**config.mk**
```make
export PLATFORM = sky130hd
export DESIGN_NAME = multicycle_ctrl
export DESIGN_NICKNAME = d
export VERILOG_FILES = /design/src/rtl/ctrl_pkg.sv /design/src/rtl/cond_unit.sv /design/src/rtl/multicycle_ctrl.sv
export SDC_FILE = /design/constraint.sdc
export NUM_CORES = 1
export LEC_CHECK = 0
export ABC_AREA = 1
export CAP_MARGIN = 10
export CORE_ASPECT_RATIO = 0.7
export CORE_MARGIN = 8
export CORE_UTILIZATION = 42
export CTS_BUF_LIST = sky130_fd_sc_hd__clkbuf_8
export DETAILED_ROUTE_END_ITERATION = 10
export GPL_TIMING_DRIVEN = 0
export PLACE_DENSITY = 0.79
export SETUP_SLACK_MARGIN = 0.3
export SLEW_MARGIN = 20
export SYNTH_ARGS = -nofsm -noshare
export SYNTH_HDL_FRONTEND = slang
export SYNTH_HIERARCHICAL = 1
export SYNTH_SLANG_ARGS = --single-unit
```
**constraint.sdc**
```tcl
create_clock -name clk -period 1.4 [get_ports clk]
set_input_delay 0.21 -clock clk [delete_from_list [all_inputs] [get_ports clk]]
set_output_delay 0.21 -clock clk [all_outputs]
set_load 0.1 [all_outputs]
```
**src/rtl/ctrl_pkg.sv**
```systemverilog
// Shared encodings for the multicycle ARM-subset controller: FSM states, opcode/cmd fields, ALU ops, condition codes.
// MULTICYCLE_CTRL_CMP_EN: when defined, cmd 1010 (CMP) decodes as a flag-setting subtract.
package ctrl_pkg;

  localparam logic [3:0] S_FETCH  = 4'd0;
  localparam logic [3:0] S_DECODE = 4'd1;
  localparam logic [3:0] S_MEMADR = 4'd2;
  localparam logic [3:0] S_MEMRD  = 4'd3;
  localparam logic [3:0] S_MEMWB  = 4'd4;
  localparam logic [3:0] S_MEMWR  = 4'd5;
  localparam logic [3:0] S_EXECR  = 4'd6;
  localparam logic [3:0] S_EXECI  = 4'd7;
  localparam logic [3:0] S_ALUWB  = 4'd8;
  localparam logic [3:0] S_BRANCH = 4'd9;

  typedef enum logic [3:0] {
    FETCH  = S_FETCH,
    DECODE = S_DECODE,
    MEMADR = S_MEMADR,
    MEMRD  = S_MEMRD,
    MEMWB  = S_MEMWB,
    MEMWR  = S_MEMWR,
    EXECR  = S_EXECR,
    EXECI  = S_EXECI,
    ALUWB  = S_ALUWB,
    BRANCH = S_BRANCH
  } state_t;

  localparam logic [1:0] OP_DP  = 2'b00;
  localparam logic [1:0] OP_MEM = 2'b01;
  localparam logic [1:0] OP_BR  = 2'b10;

  localparam logic [3:0] CMD_AND = 4'b0000;
  localparam logic [3:0] CMD_SUB = 4'b0010;
  localparam logic [3:0] CMD_ADD = 4'b0100;
  localparam logic [3:0] CMD_CMP = 4'b1010;
  localparam logic [3:0] CMD_ORR = 4'b1100;

  localparam logic [1:0] ALU_ADD = 2'b00;
  localparam logic [1:0] ALU_SUB = 2'b01;
  localparam logic [1:0] ALU_AND = 2'b10;
  localparam logic [1:0] ALU_ORR = 2'b11;

  localparam logic [1:0] RES_ALUOUT = 2'b00;
  localparam logic [1:0] RES_RDATA  = 2'b01;
  localparam logic [1:0] RES_ALU    = 2'b10;

  localparam logic [1:0] SRCB_REG  = 2'b00;
  localparam logic [1:0] SRCB_IMM  = 2'b01;
  localparam logic [1:0] SRCB_FOUR = 2'b10;

  localparam logic [3:0] COND_EQ = 4'b0000;
  localparam logic [3:0] COND_NE = 4'b0001;
  localparam logic [3:0] COND_CS = 4'b0010;
  localparam logic [3:0] COND_CC = 4'b0011;
  localparam logic [3:0] COND_MI = 4'b0100;
  localparam logic [3:0] COND_PL = 4'b0101;
  localparam logic [3:0] COND_VS = 4'b0110;
  localparam logic [3:0] COND_VC = 4'b0111;
  localparam logic [3:0] COND_HI = 4'b1000;
  localparam logic [3:0] COND_LS = 4'b1001;
  localparam logic [3:0] COND_GE = 4'b1010;
  localparam logic [3:0] COND_LT = 4'b1011;
  localparam logic [3:0] COND_GT = 4'b1100;
  localparam logic [3:0] COND_LE = 4'b1101;
  localparam logic [3:0] COND_AL = 4'b1110;
  localparam logic [3:0] COND_NV = 4'b1111;

`ifdef MULTICYCLE_CTRL_CMP_EN
  localparam bit CMP_EN = 1'b1;
`else
  localparam bit CMP_EN = 1'b0;
`endif

  // nop: no register write, no flag write. cmp: no register write, flags written regardless of S.
  typedef struct packed {
    logic [1:0] alu;
    logic       nop;
    logic       cmp;
  } cmd_dec_t;

  function automatic cmd_dec_t decode_cmd(input logic [3:0] cmd);
    cmd_dec_t d;
    d = '{alu: ALU_ADD, nop: 1'b0, cmp: 1'b0};
    case (cmd)
      CMD_ADD: d.alu = ALU_ADD;
      CMD_SUB: d.alu = ALU_SUB;
      CMD_AND: d.alu = ALU_AND;
      CMD_ORR: d.alu = ALU_ORR;
      CMD_CMP: begin
        d.alu = CMP_EN ? ALU_SUB : ALU_ADD;
        d.cmp = CMP_EN;
        d.nop = !CMP_EN;
      end
      default: d.nop = 1'b1;
    endcase
    return d;
  endfunction

  function automatic logic cond_holds(input logic [3:0] cond, input logic [3:0] nzcv);
    logic n, z, c, v;
    {n, z, c, v} = nzcv;
    case (cond)
      COND_EQ: return z;
      COND_NE: return !z;
      COND_CS: return c;
      COND_CC: return !c;
      COND_MI: return n;
      COND_PL: return !n;
      COND_VS: return v;
      COND_VC: return !v;
      COND_HI: return c && !z;
      COND_LS: return !c || z;
      COND_GE: return n == v;
      COND_LT: return n != v;
      COND_GT: return !z && (n == v);
      COND_LE: return z || (n != v);
      COND_AL: return 1'b1;
      default: return 1'b0;
    endcase
  endfunction

endpackage

```
**src/rtl/cond_unit.sv**
```systemverilog
// Architectural NZCV register, condition-code evaluation and the per-instruction condition latch.
module cond_unit
  import ctrl_pkg::*;
#(
  parameter logic [3:0] FLAGS_RESET = 4'b0000
) (
  input  logic       clk,
  input  logic       reset,
  input  logic [3:0] cond,
  input  logic [3:0] alu_flags,
  input  logic       cond_latch,
  input  logic       flag_en,
  input  logic       cv_en,
  output logic [3:0] flags,
  output logic       cond_ex_q
);

  logic cond_ex;
  assign cond_ex = cond_holds(cond, flags);

  // NOTE: sequential state uses non-blocking assignments so every flop samples pre-edge values.
  always_ff @(posedge clk or posedge reset) begin
    if (reset) begin
      flags     <= FLAGS_RESET;
      cond_ex_q <= 1'b0;
    end else begin
      if (cond_latch) cond_ex_q <= cond_ex;
      // Logical ops leave C and V untouched.
      if (flag_en && cond_ex_q) begin
        flags[3:2] <= alu_flags[3:2];
        if (cv_en) flags[1:0] <= alu_flags[1:0];
      end
    end
  end

endmodule

```
**src/rtl/multicycle_ctrl.sv**
```systemverilog
// Multicycle ARM-subset control FSM and datapath control decode.
// MULTICYCLE_CTRL_CMP_EN (see ctrl_pkg) enables the CMP command.
module multicycle_ctrl
  import ctrl_pkg::*;
#(
  parameter logic [3:0] FLAGS_RESET = 4'b0000
) (
  input  logic       clk,
  input  logic       reset,
  input  logic [3:0] cond,
  input  logic [1:0] op,
  input  logic [5:0] funct,
  input  logic [3:0] rd,
  input  logic [3:0] alu_flags,
  output logic       pc_write,
  output logic       adr_src,
  output logic       mem_write,
  output logic       ir_write,
  output logic       reg_write,
  output logic [1:0] result_src,
  output logic       alu_src_a,
  output logic [1:0] alu_src_b,
  output logic [1:0] alu_control,
  output logic [1:0] imm_src,
  output logic [1:0] reg_src,
  output logic [3:0] flags
);

  state_t   state;
  cmd_dec_t dec;
  logic     i_bit, s_bit, l_bit;
  logic     cond_ex_q;
  logic     exec_state;
  logic     wb_ok;

  assign i_bit = funct[5];
  assign s_bit = funct[0];
  assign l_bit = funct[0];
  assign dec   = decode_cmd(funct[4:1]);

  assign exec_state = (state == EXECR) || (state == EXECI);
  // nop/cmp only mean something for data-processing; memory writebacks are gated by the condition alone.
  assign wb_ok = cond_ex_q && !((op == OP_DP) && (dec.nop || dec.cmp));

  cond_unit #(.FLAGS_RESET(FLAGS_RESET)) u_cond (
    .clk       (clk),
    .reset     (reset),
    .cond      (cond),
    .alu_flags (alu_flags),
    .cond_latch(state == DECODE),
    .flag_en   (exec_state && !dec.nop && (s_bit || dec.cmp)),
    .cv_en     ((dec.alu == ALU_ADD) || (dec.alu == ALU_SUB)),
    .flags     (flags),
    .cond_ex_q (cond_ex_q)
  );

  always_ff @(posedge clk or posedge reset) begin
    if (reset) begin
      state <= FETCH;
    end else begin
      case (state)
        FETCH:  state <= DECODE;
        DECODE: begin
          case (op)
            OP_MEM:  state <= MEMADR;
            OP_DP:   state <= i_bit ? EXECI : EXECR;
            OP_BR:   state <= BRANCH;
            default: state <= FETCH;
          endcase
        end
        MEMADR: state <= l_bit ? MEMRD : MEMWR;
        MEMRD:  state <= MEMWB;
        EXECR,
        EXECI:  state <= ALUWB;
        default: state <= FETCH;
      endcase
    end
  end

  // Outputs decode straight from the state register: reset must force FETCH selects immediately and
  // ir_write must be live on the very first cycle after release, which a registered copy cannot give.
  always_comb begin
    // NOTE: every output gets a default first so no path through the case leaves a latch.
    pc_write    = 1'b0;
    adr_src     = 1'b0;
    mem_write   = 1'b0;
    ir_write    = 1'b0;
    reg_write   = 1'b0;
    result_src  = RES_ALUOUT;
    alu_src_a   = 1'b0;
    alu_src_b   = SRCB_REG;
    alu_control = ALU_ADD;
    case (state)
      FETCH: begin
        ir_write   = 1'b1;
        alu_src_a  = 1'b1;
        alu_src_b  = SRCB_FOUR;
        result_src = RES_ALU;
        pc_write   = 1'b1;
      end
      DECODE: begin
        alu_src_a  = 1'b1;
        alu_src_b  = SRCB_FOUR;
        result_src = RES_ALU;
      end
      MEMADR: alu_src_b = SRCB_IMM;
      MEMRD:  adr_src = 1'b1;
      MEMWB: begin
        result_src = RES_RDATA;
        reg_write  = wb_ok;
        pc_write   = wb_ok && (rd == 4'd15);
      end
      MEMWR: begin
        adr_src   = 1'b1;
        mem_write = cond_ex_q;
      end
      EXECR: begin
        alu_src_b   = SRCB_REG;
        alu_control = dec.alu;
      end
      EXECI: begin
        alu_src_b   = SRCB_IMM;
        alu_control = dec.alu;
      end
      ALUWB: begin
        result_src = RES_ALUOUT;
        reg_write  = wb_ok;
        pc_write   = wb_ok && (rd == 4'd15);
      end
      BRANCH: begin
        alu_src_b  = SRCB_IMM;
        result_src = RES_ALU;
        pc_write   = cond_ex_q;
      end
      default: ;
    endcase
    if (reset) begin
      pc_write  = 1'b0;
      ir_write  = 1'b0;
      reg_write = 1'b0;
      mem_write = 1'b0;
    end
  end

  assign imm_src = op;
  assign reg_src = {(op == OP_MEM) && !l_bit, op == OP_BR};

endmodule

```
==> results of run 1 <==
stage by stage:
stage | hold WS (ns) | utilization | setup WS [ns] | area (um2) | TNS (ns)
3_5_place_dp | 0.515 | 0.799 | -1.45 | 1520 | -18.88
3_3_place_gp | 0.491 | 0.799 | -1.42 | 1520 | -18.09
2_1_floorplan | -0.0414 | - | -0.345 | 1080 | -0.869
cell families after synthesis:
| kind of cell | share of synthesized area |
|---|---|
| buffers and inverters | 0.165 |
| AO/OA/AOI/OAI | 0.114 |
| AND/OR/NAND/NOR | 0.459 |
| flip-flops | 0.261 |
cell usage after synthesis:
cell and instances:
nand2_1 55, inv_1 26, nor2_1 17, nand3_1 10
dfrtp_1 9, o21ai_0 6, a21oi_1 5, nor2_2 5
inv_2 4, nor3_1 3, buf_4 2, o21ai_1 2
o22ai_1 2, a21oi_2 1, buf_6 1, clkinv_1 1
nand4_1 1, nand4_2 1, nor2_4 1, o22ai_2 1
==> flow_metrics.py, run 1 <==
metrics = {
    "status": {
        "outcome": "aborted with a tool error",
        "stop_stage": "clock tree synthesis",
        "stop_error": "[ERROR DPL-0033] detailed placement checks failed during check placement.",
    },
    "synthesis": {
        "avgSynthCellArea_um2": 5.64,
        "yosys.area.top_type": "dfrtp_1",
        "yosysWarnings": 6,
        "synth_area_leaders": "dfrtp_1 26%, nand2_1 24%, inv_1 11%",
        "syn_area_um2": 863,
        "synth_nets": 175,
        "ys_types": 20,
        "ys_seq_area_frac": 0.261,
        "synth_cells": 153,
        "synth_top_area_frac": 0.261,
        "ys_ff_latch": 9,
    },
    "floorplanning": {
        "die_y_um": 53.9,
        "pin_count": 42,
        "initial_utilization": 0.454,
        "rows": 13,
        "die_x_um": 70.2,
    },
    "cts": {
        "clockBufferDepth": 2,
        "cts_setup_buffers": 9,
        "post_cts_resized": 212,
        "numCtsBuffers": 3,
        "hold_buffers": 0,
        "htreeDepth": 1,
        "root_buffer": "clkbuf_8",
        "cts_num_sinks": 9,
    },
    "placed_design": {
        "io_buffers": 41,
        "gp_congestion": 0.880,
        "dpl.hpwl_um": 2620,
        "dp.cells": 216,
    },
}
==> run 2: changes to the inputs <==
--- a/config.mk
+++ b/config.mk
@@ -7,14 +7,11 @@
 export LEC_CHECK = 0
 export ABC_AREA = 1
 export CAP_MARGIN = 10
-export CORE_ASPECT_RATIO = 0.7
-export CORE_MARGIN = 8
-export CORE_UTILIZATION = 42
-export CTS_BUF_LIST = sky130_fd_sc_hd__clkbuf_8
+export CORE_AREA = 8 8 69 71
 export DETAILED_ROUTE_END_ITERATION = 10
+export DIE_AREA = 0 0 77 79
 export GPL_TIMING_DRIVEN = 0
-export PLACE_DENSITY = 0.79
-export SETUP_SLACK_MARGIN = 0.3
+export PLACE_DENSITY_LB_ADDON = 0.15
 export SLEW_MARGIN = 20
 export SYNTH_ARGS = -nofsm -noshare
 export SYNTH_HDL_FRONTEND = slang
==> run 2 against run 1 <==
Net effect:
- the flow now finishes, with violations (negative setup slack)
- synthesized cell count is the same
- area after synthesis is the same
==> flow_metrics.py, run 2 <==
metrics = {
    "drt": {
        "drtIter0Drc": 48,
        "route.detailed.drc": 0,
        "vias_per_cell": 4.37,
        "dr.pass1.iters": 4,
        "ant_nets": 0,
        "num_vias": 1170,
        "wl_per_cell_um": 12.3,
        "finalWirelength_um": 3310,
    },
    "synthesis": {
        "synthArstFlopShare": 1.00,
        "synth_area_leaders": "dfrtp_1 26%, nand2_1 24%, inv_1 11%",
        "ys_seq_area_frac": 0.261,
        "synth_ff_type": "dfrtp_1",
        "synth_top_area_frac": 0.261,
        "synth_nets": 175,
        "synth_cells": 153,
        "ys_types": 20,
        "syn_area_um2": 863,
        "yosysWarnings": 6,
        "synth_edf_count": 0,
        "yosysMostFrequentCell": "nand2_1",
        "avgSynthCellArea_um2": 5.64,
        "ys_ff_latch": 9,
        "yosys-top-cells-count": "55 x nand2_1, 26 x inv_1, 17 x nor2_1",
        "yosys.area.top_type": "dfrtp_1",
    },
    "cts": {
        "htreeDepth": 1,
        "clk_pin_slew_ns": 0.04,
        "hold_buffers": 0,
        "clockBufferDepth": 2,
        "numCtsBuffers": 3,
        "clock_latency_ns": 0.24,
        "root_buffer": "clkbuf_8",
        "cts_num_sinks": 9,
        "cts_tree": "done",
    },
    "finish": {
        "final_common_cell": "nand2_1",
        "final_nets": 241,
        "largest_registers": "state (4), u_cond/flags (4), u_cond/cond_ex_q (1)",
        "area_growth_pct": 131,
        "drive_above_1_share": 0.523,
        "diodes": 0,
        "fin_util": 0.525,
        "final_cell_mix": "36 x nand2_1, 16 x inv_1, 14 x buf_4, 14 x buf_12, 12 x clkdlybuf4s50_1",
    },
    "setup_path": {
        "worstPathMaxFanout": 4,
        "worstRegToRegCells": 11,
        "crit_type": "reg2out",
        "cp.required_ns": 1.19,
        "rrSetupSlack_ns": 0.01,
        "r2r_end": "u_cond/flags[1]",
        "r2r-start": "state[3]",
        "cp.arrival_ns": 1.45,
        "start_kind": "flip-flop",
        "crit_path_end_kind": "output pin",
    },
    "floorplanning": {
        "die_x_um": 77,
        "pin_count": 42,
        "initial_utilization": 0.227,
        "fp.dieArea_mm2": 0.00608,
        "die_y_um": 79,
        "rows": 23,
        "coreArea_mm2": 0.00380,
    },
    "global_routing": {
        "grt_usage": 0.108,
        "grt_pass1_vias": 1163,
        "grt_max_degree": 8,
        "antenna_found_initial": 0,
        "grt-ovfl-total": 0,
        "grt_pass1_wl_um": 5350,
        "use_met3": 0.0248,
        "use_met1": 0.118,
        "grt_busiest_layer": "met2",
        "globalRouteMet2Util": 0.187,
    },
    "power": {
        "ir_worst_vdd_uv": 2400,
        "powerDensity_mw_per_mm2": 2230,
        "p_leak_nw": 0.972,
        "power_w": 0.00446,
    },
    "timing": {
        "timing.fmax_mhz": 602,
        "slew_viol_final": 0,
        "fin_skew_ns": 0.000802,
        "finalCritPeriodShare": 1.19,
        "fin_hold_ws_ns": 0.0930,
        "setup_tns_ns": -2.42,
        "rsz0062_at_grt": "true",
        "setup_slack_ns": -0.260,
        "final_hold_viol_count": 0,
        "setup_viol": 12,
        "slew_headroom": 0.669,
        "worst_pin_slew_ns": 0.501,
        "fin_crit_ns": 1.66,
    },
    "placed_design": {
        "dpl_worst_slack_ns": -1.49,
        "io_buffers": 41,
        "dpl.hpwl_um": 2430,
        "gp_congestion": 0.810,
    },
    "status": {
        "violations": "negative setup slack",
        "outcome": "finished, violations left",
    },
    "job": {
        "maxCapViolations": 0,
    },
    "worst_hold_path": {
        "hold_path_class": "in2async",
    },
}
==> run 2: cell counts after synthesis <==
No cell type changed its count.
==> run 2: how the worst max path moves through the flow <==
stage | end | start | slack (ns) | depth (start not counted)
4_1_cts | pc_write | state[3] | -0.25 | 8
6_report | pc_write | state[1] | -0.26 | 6
3_5_place_dp | pc_write | reset | -1.49 | 9
3_3_place_gp | pc_write | reset | -1.47 | 9
5_1_grt | pc_write | state[0] | -0.33 | 7
2_1_floorplan | pc_write | state[1] | -0.36 | 5
==> run 2: layout make-up <==
class	instances	area, um2
multi-input combinational	110	766
timing repair buffer	61	718
inverter	31	136
buffer	3	26.3
tap	50	62.6
clock buffer	4	45.0
fill	379	1800
sequential	9	241
==> run 2: where the power goes <==
| group | switching (W) | leakage (nW) | internal [W] | total (W) |
|---|---|---|---|---|
| registers | 0.000108 | 0.0957 | 0.000365 | 0.000473 |
| logic | 0.00229 | 0.854 | 0.00139 | 0.00368 |
| clock network | 0.000107 | 0.0228 | 0.000199 | 0.000306 |
| total | 0.00251 | 0.972 | 0.00195 | 0.00446 |
==> run 2: metal layers <==
metal / up-vias / share of wire
met4: 0 / 0.021
met3: 4 / 0.049
li1: 599 / -
met1: 536 / 0.40
met2: 31 / 0.53
met5: - / 0
==> run 2: cell families after synthesis <==
logic type / count (synthesis) / synth area share
AND/OR/NAND/NOR: 93 / 0.459
AO/OA/AOI/OAI: 17 / 0.114
buffers and inverters: 34 / 0.165
flip-flops: 9 / 0.261
==> run 2: timing repair <==
item / 4_1_cts / 5_1_grt
endpoints found under the setup margin: 22 / 20
pin swaps: 10 / 18
resized for setup: 185 / 39
setup buffers: 11 / 11
==> run 2: critical path, stage by stage (launching register included) <==
cell     delay, ns
dfrtp_2       0.45
inv_4         0.14
nand4_4       0.14
a21oi_4       0.18
nand2_4       0.08
nand2_8       0.06
buf_12        0.16
==> run 2: per-stage QoR <==
step,cells,instance area [um2]
floorplan,153,1010
global placement,244,1480
detailed placement,244,1480
CTS,259,1790
global route,268,2000
finish,268,2000
Power figures use the tool's default switching activity.
==> run 3: changes to the inputs <==
--- a/config.mk
+++ b/config.mk
@@ -5,7 +5,7 @@
 export SDC_FILE = /design/constraint.sdc
 export NUM_CORES = 1
 export LEC_CHECK = 0
-export ABC_AREA = 1
+export ABC_AREA = 0
 export CAP_MARGIN = 10
 export CORE_AREA = 8 8 69 71
 export DETAILED_ROUTE_END_ITERATION = 10
==> run 3 against run 2 <==
Net effect:
- the flow still finishes with violations (negative setup slack)
- synthesized cell count fell by 35%
- register-to-register slack got worse by 0.28 ns
- fmax shrank 13%
- combinational power rose by 7.3%
- final area is 1.1% lower
- global-route usage fell by 0.86 points
- sequential power grew 9.5%
- critical endpoint unchanged
- largest cell class is now non-clock buffers
- largest power group unchanged
==> flow_metrics.py, run 3 <==
metrics = {
    "status": {
        "outcome": "finished, violations left",
        "violations": "negative setup slack",
    },
    "synthesis": {
        "synth_cells": 100,
        "yosys.area_share.simple": 0.270,
        "synth_edf_count": 0,
        "synth_ff_type": "dfrtp_1",
        "synth_area_leaders": "dfrtp_1 27%, mux2_2 6.8%, nor2_1 5.9%",
        "synthArstFlopShare": 1.00,
        "synth_xor_area_frac": 0.0531,
        "yosys-top-cells-count": "13 x nor2_1, 9 x dfrtp_1, 6 x inv_1, 6 x o21ai_0",
        "avgSynthCellArea_um2": 8.25,
        "ys_types": 38,
        "synth_top_family_by_area": "simple AND/OR/NAND/NOR gates",
        "ys_ff_latch": 9,
        "synth_mux_area_frac": 0.111,
        "synthAdderAreaFrac": 0,
        "synth_top_area_frac": 0.273,
        "yosysWarnings": 6,
        "ys_seq_area_frac": 0.273,
        "synth_nets": 122,
        "syn_area_um2": 825,
        "yosysMostFrequentCell": "nor2_1",
        "yosys.area.top_type": "dfrtp_1",
        "synth_compound_area_frac": 0.215,
    },
    "cts": {
        "cts_num_sinks": 9,
        "numCtsBuffers": 3,
        "clk_pin_slew_ns": 0.04,
        "root_buffer": "clkbuf_8",
        "clock_latency_ns": 0.23,
        "clockBufferDepth": 2,
        "cts_tree": "done",
        "htreeDepth": 1,
        "hold_buffers": 0,
    },
    "floorplanning": {
        "coreArea_mm2": 0.00380,
        "rows": 23,
        "initial_utilization": 0.217,
        "die_y_um": 79,
        "pin_count": 42,
        "fp.dieArea_mm2": 0.00608,
        "die_x_um": 77,
    },
    "timing": {
        "setup_slack_ns": -0.515,
        "timing.fmax_mhz": 522,
        "slew_viol_final": 0,
        "slew_headroom": 0.659,
        "final_hold_viol_count": 0,
        "fin_skew_ns": 0.00340,
        "finalCritPeriodShare": 1.37,
        "worst_pin_slew_ns": 0.516,
        "setup_viol": 17,
        "rsz0062_at_grt": "true",
        "fin_crit_ns": 1.91,
    },
    "global_routing": {
        "antenna_found_initial": 0,
        "grt_usage": 0.0994,
        "grt-ovfl-total": 0,
        "grt_max_degree": 11,
        "grt_pass1_vias": 1080,
        "grt_pass1_wl_um": 4970,
    },
    "finish": {
        "final_common_cell": "buf_4",
        "stdcell_count": 220,
        "area_growth_pct": 139,
        "final_nets": 193,
        "largest_registers": "state (4), u_cond/flags (4), u_cond/cond_ex_q (1)",
        "diodes": 0,
        "drive_above_1_share": 0.582,
        "final_cell_mix": "22 x buf_4, 14 x buf_12, 12 x clkdlybuf4s50_1, 10 x buf_6, 9 x nor2_1",
    },
    "setup_path": {
        "crit_family": "compound AO/OA/AOI/OAI gates",
        "worstPathMaxFanout": 6,
        "start_kind": "flip-flop",
        "crit_type": "reg2out",
        "crit_path_end_kind": "output pin",
        "r2r-start": "state[2]",
        "crit_slowest_cell": "a2111oi_4",
        "crit_buf_inv": 2,
        "critPathMaxStageDelay_ns": 0.38,
        "rrSetupSlack_ns": -0.27,
        "cp.arrival_ns": 1.70,
        "cp.required_ns": 1.19,
        "r2r_end": "u_cond/cond_ex_q",
        "worstRegToRegCells": 7,
        "cp_cell_sequence": "buf_6 > nand2b_4 > a2111oi_4 > a32o_4 > buf_12",
    },
    "placed_design": {
        "dpl_worst_slack_ns": -1.60,
        "dpl.hpwl_um": 2260,
        "gp_congestion": 0.734,
        "io_buffers": 40,
        "dp.cells": 190,
    },
    "drt": {
        "dr.pass1.iters": 4,
        "ant_nets": 0,
        "num_vias": 1014,
        "drtIter0Drc": 13,
        "route.detailed.drc": 0,
        "wl_per_cell_um": 14.0,
        "vias_per_cell": 4.61,
        "finalWirelength_um": 3080,
    },
    "worst_hold_path": {
        "hold_path_class": "in2async",
    },
    "job": {
        "maxCapViolations": 0,
    },
    "power": {
        "p_leak_nw": 0.822,
        "power_w": 0.00476,
        "ir_worst_vdd_uv": 933,
        "powerDensity_mw_per_mm2": 2410,
    },
}
-- run 3: cell count changes after synthesis, moves of 5 or more --
| cell | delta |
|---|---|
| nand3_1 | -7 |
| inv_1 | -20 |
| nand2_1 | -51 |
| nor2_2 | -5 |
| mux2_2 | +5 |
| xnor2_1 | +5 |
-- run 3: worst max-delay path by stage --
stage	startpoint	to	slack, ns	cells past startpoint
floorplan	state[2]	ir_write	-0.71	4
global placement	funct[3]	pc_write	-1.61	5
detailed placement	reset	pc_write	-1.60	5
CTS	state[2]	pc_write	-0.52	5
global route	state[2]	pc_write	-0.59	5
finish	state[2]	pc_write	-0.51	5
-- run 3: kinds of logic (layout without fill, tap and decap cells) --
logic type / Yosys count / in the layout
AOI/OAI and AO/OA: 23 / 23
muxes: 8 / 8
DFF: 9 / 9
xor gates and xnor gates: 5 / 5
and+or+nand+nor: 42 / 42
buffers and inverters: 13 / 83
-- run 3: power by group --
group | leakage, nW | switching [W] | internal [W]
clock | 0.0228 | 0.0000961 | 0.000198
sequential | 0.110 | 0.000149 | 0.000368
combinational | 0.690 | 0.00226 | 0.00169
-- run 3: layout make-up --
type,instances,area (um2)
buffer,6,65.1
multi-input combinational,78,801
fill,369,1820
clock buffer,4,45.0
timing repair buffer,67,742
tap,50,62.6
inverter,6,22.5
sequential,9,236
-- run 3: per-layer routing --
layer  share of wire  GRT usage  vias up
met2            0.61      0.211       28
met1            0.35     0.0919      488
met3           0.040     0.0305        0
met4               0     0.0113        0
li1                -          -      498
met5               0          0        -
-- run 3: timing repair --
item | 4_1_cts | 5_1_grt
endpoints found under the setup margin | 25 | 20
pin swaps | 12 | 5
endpoints found under the hold margin | 0 | 0
buffers inserted | 21 | 7
resized for setup | 180 | 20
-- run 3: stage by stage --
stage               hold slack, ns  utilization  area, um2  TNS (ns)
global route                 0.149        0.520       1970     -5.82
finish                       0.128        0.520       1970     -4.65
floorplan                  -0.0241            -       1000     -5.93
detailed placement           0.582        0.386       1470    -20.70
CTS                          0.114        0.483       1830     -4.15
global placement             0.568        0.386       1470    -20.53
==> run 4: changes to the inputs <==
--- a/config.mk
+++ b/config.mk
@@ -11,6 +11,7 @@
 export DETAILED_ROUTE_END_ITERATION = 10
 export DIE_AREA = 0 0 77 79
 export GPL_TIMING_DRIVEN = 0
+export HOLD_SLACK_MARGIN = 0.03
 export PLACE_DENSITY_LB_ADDON = 0.15
 export SLEW_MARGIN = 20
 export SYNTH_ARGS = -nofsm -noshare
==> results of run 4 <==
The final DEF is identical to that of run 3; final timing and power are the same.
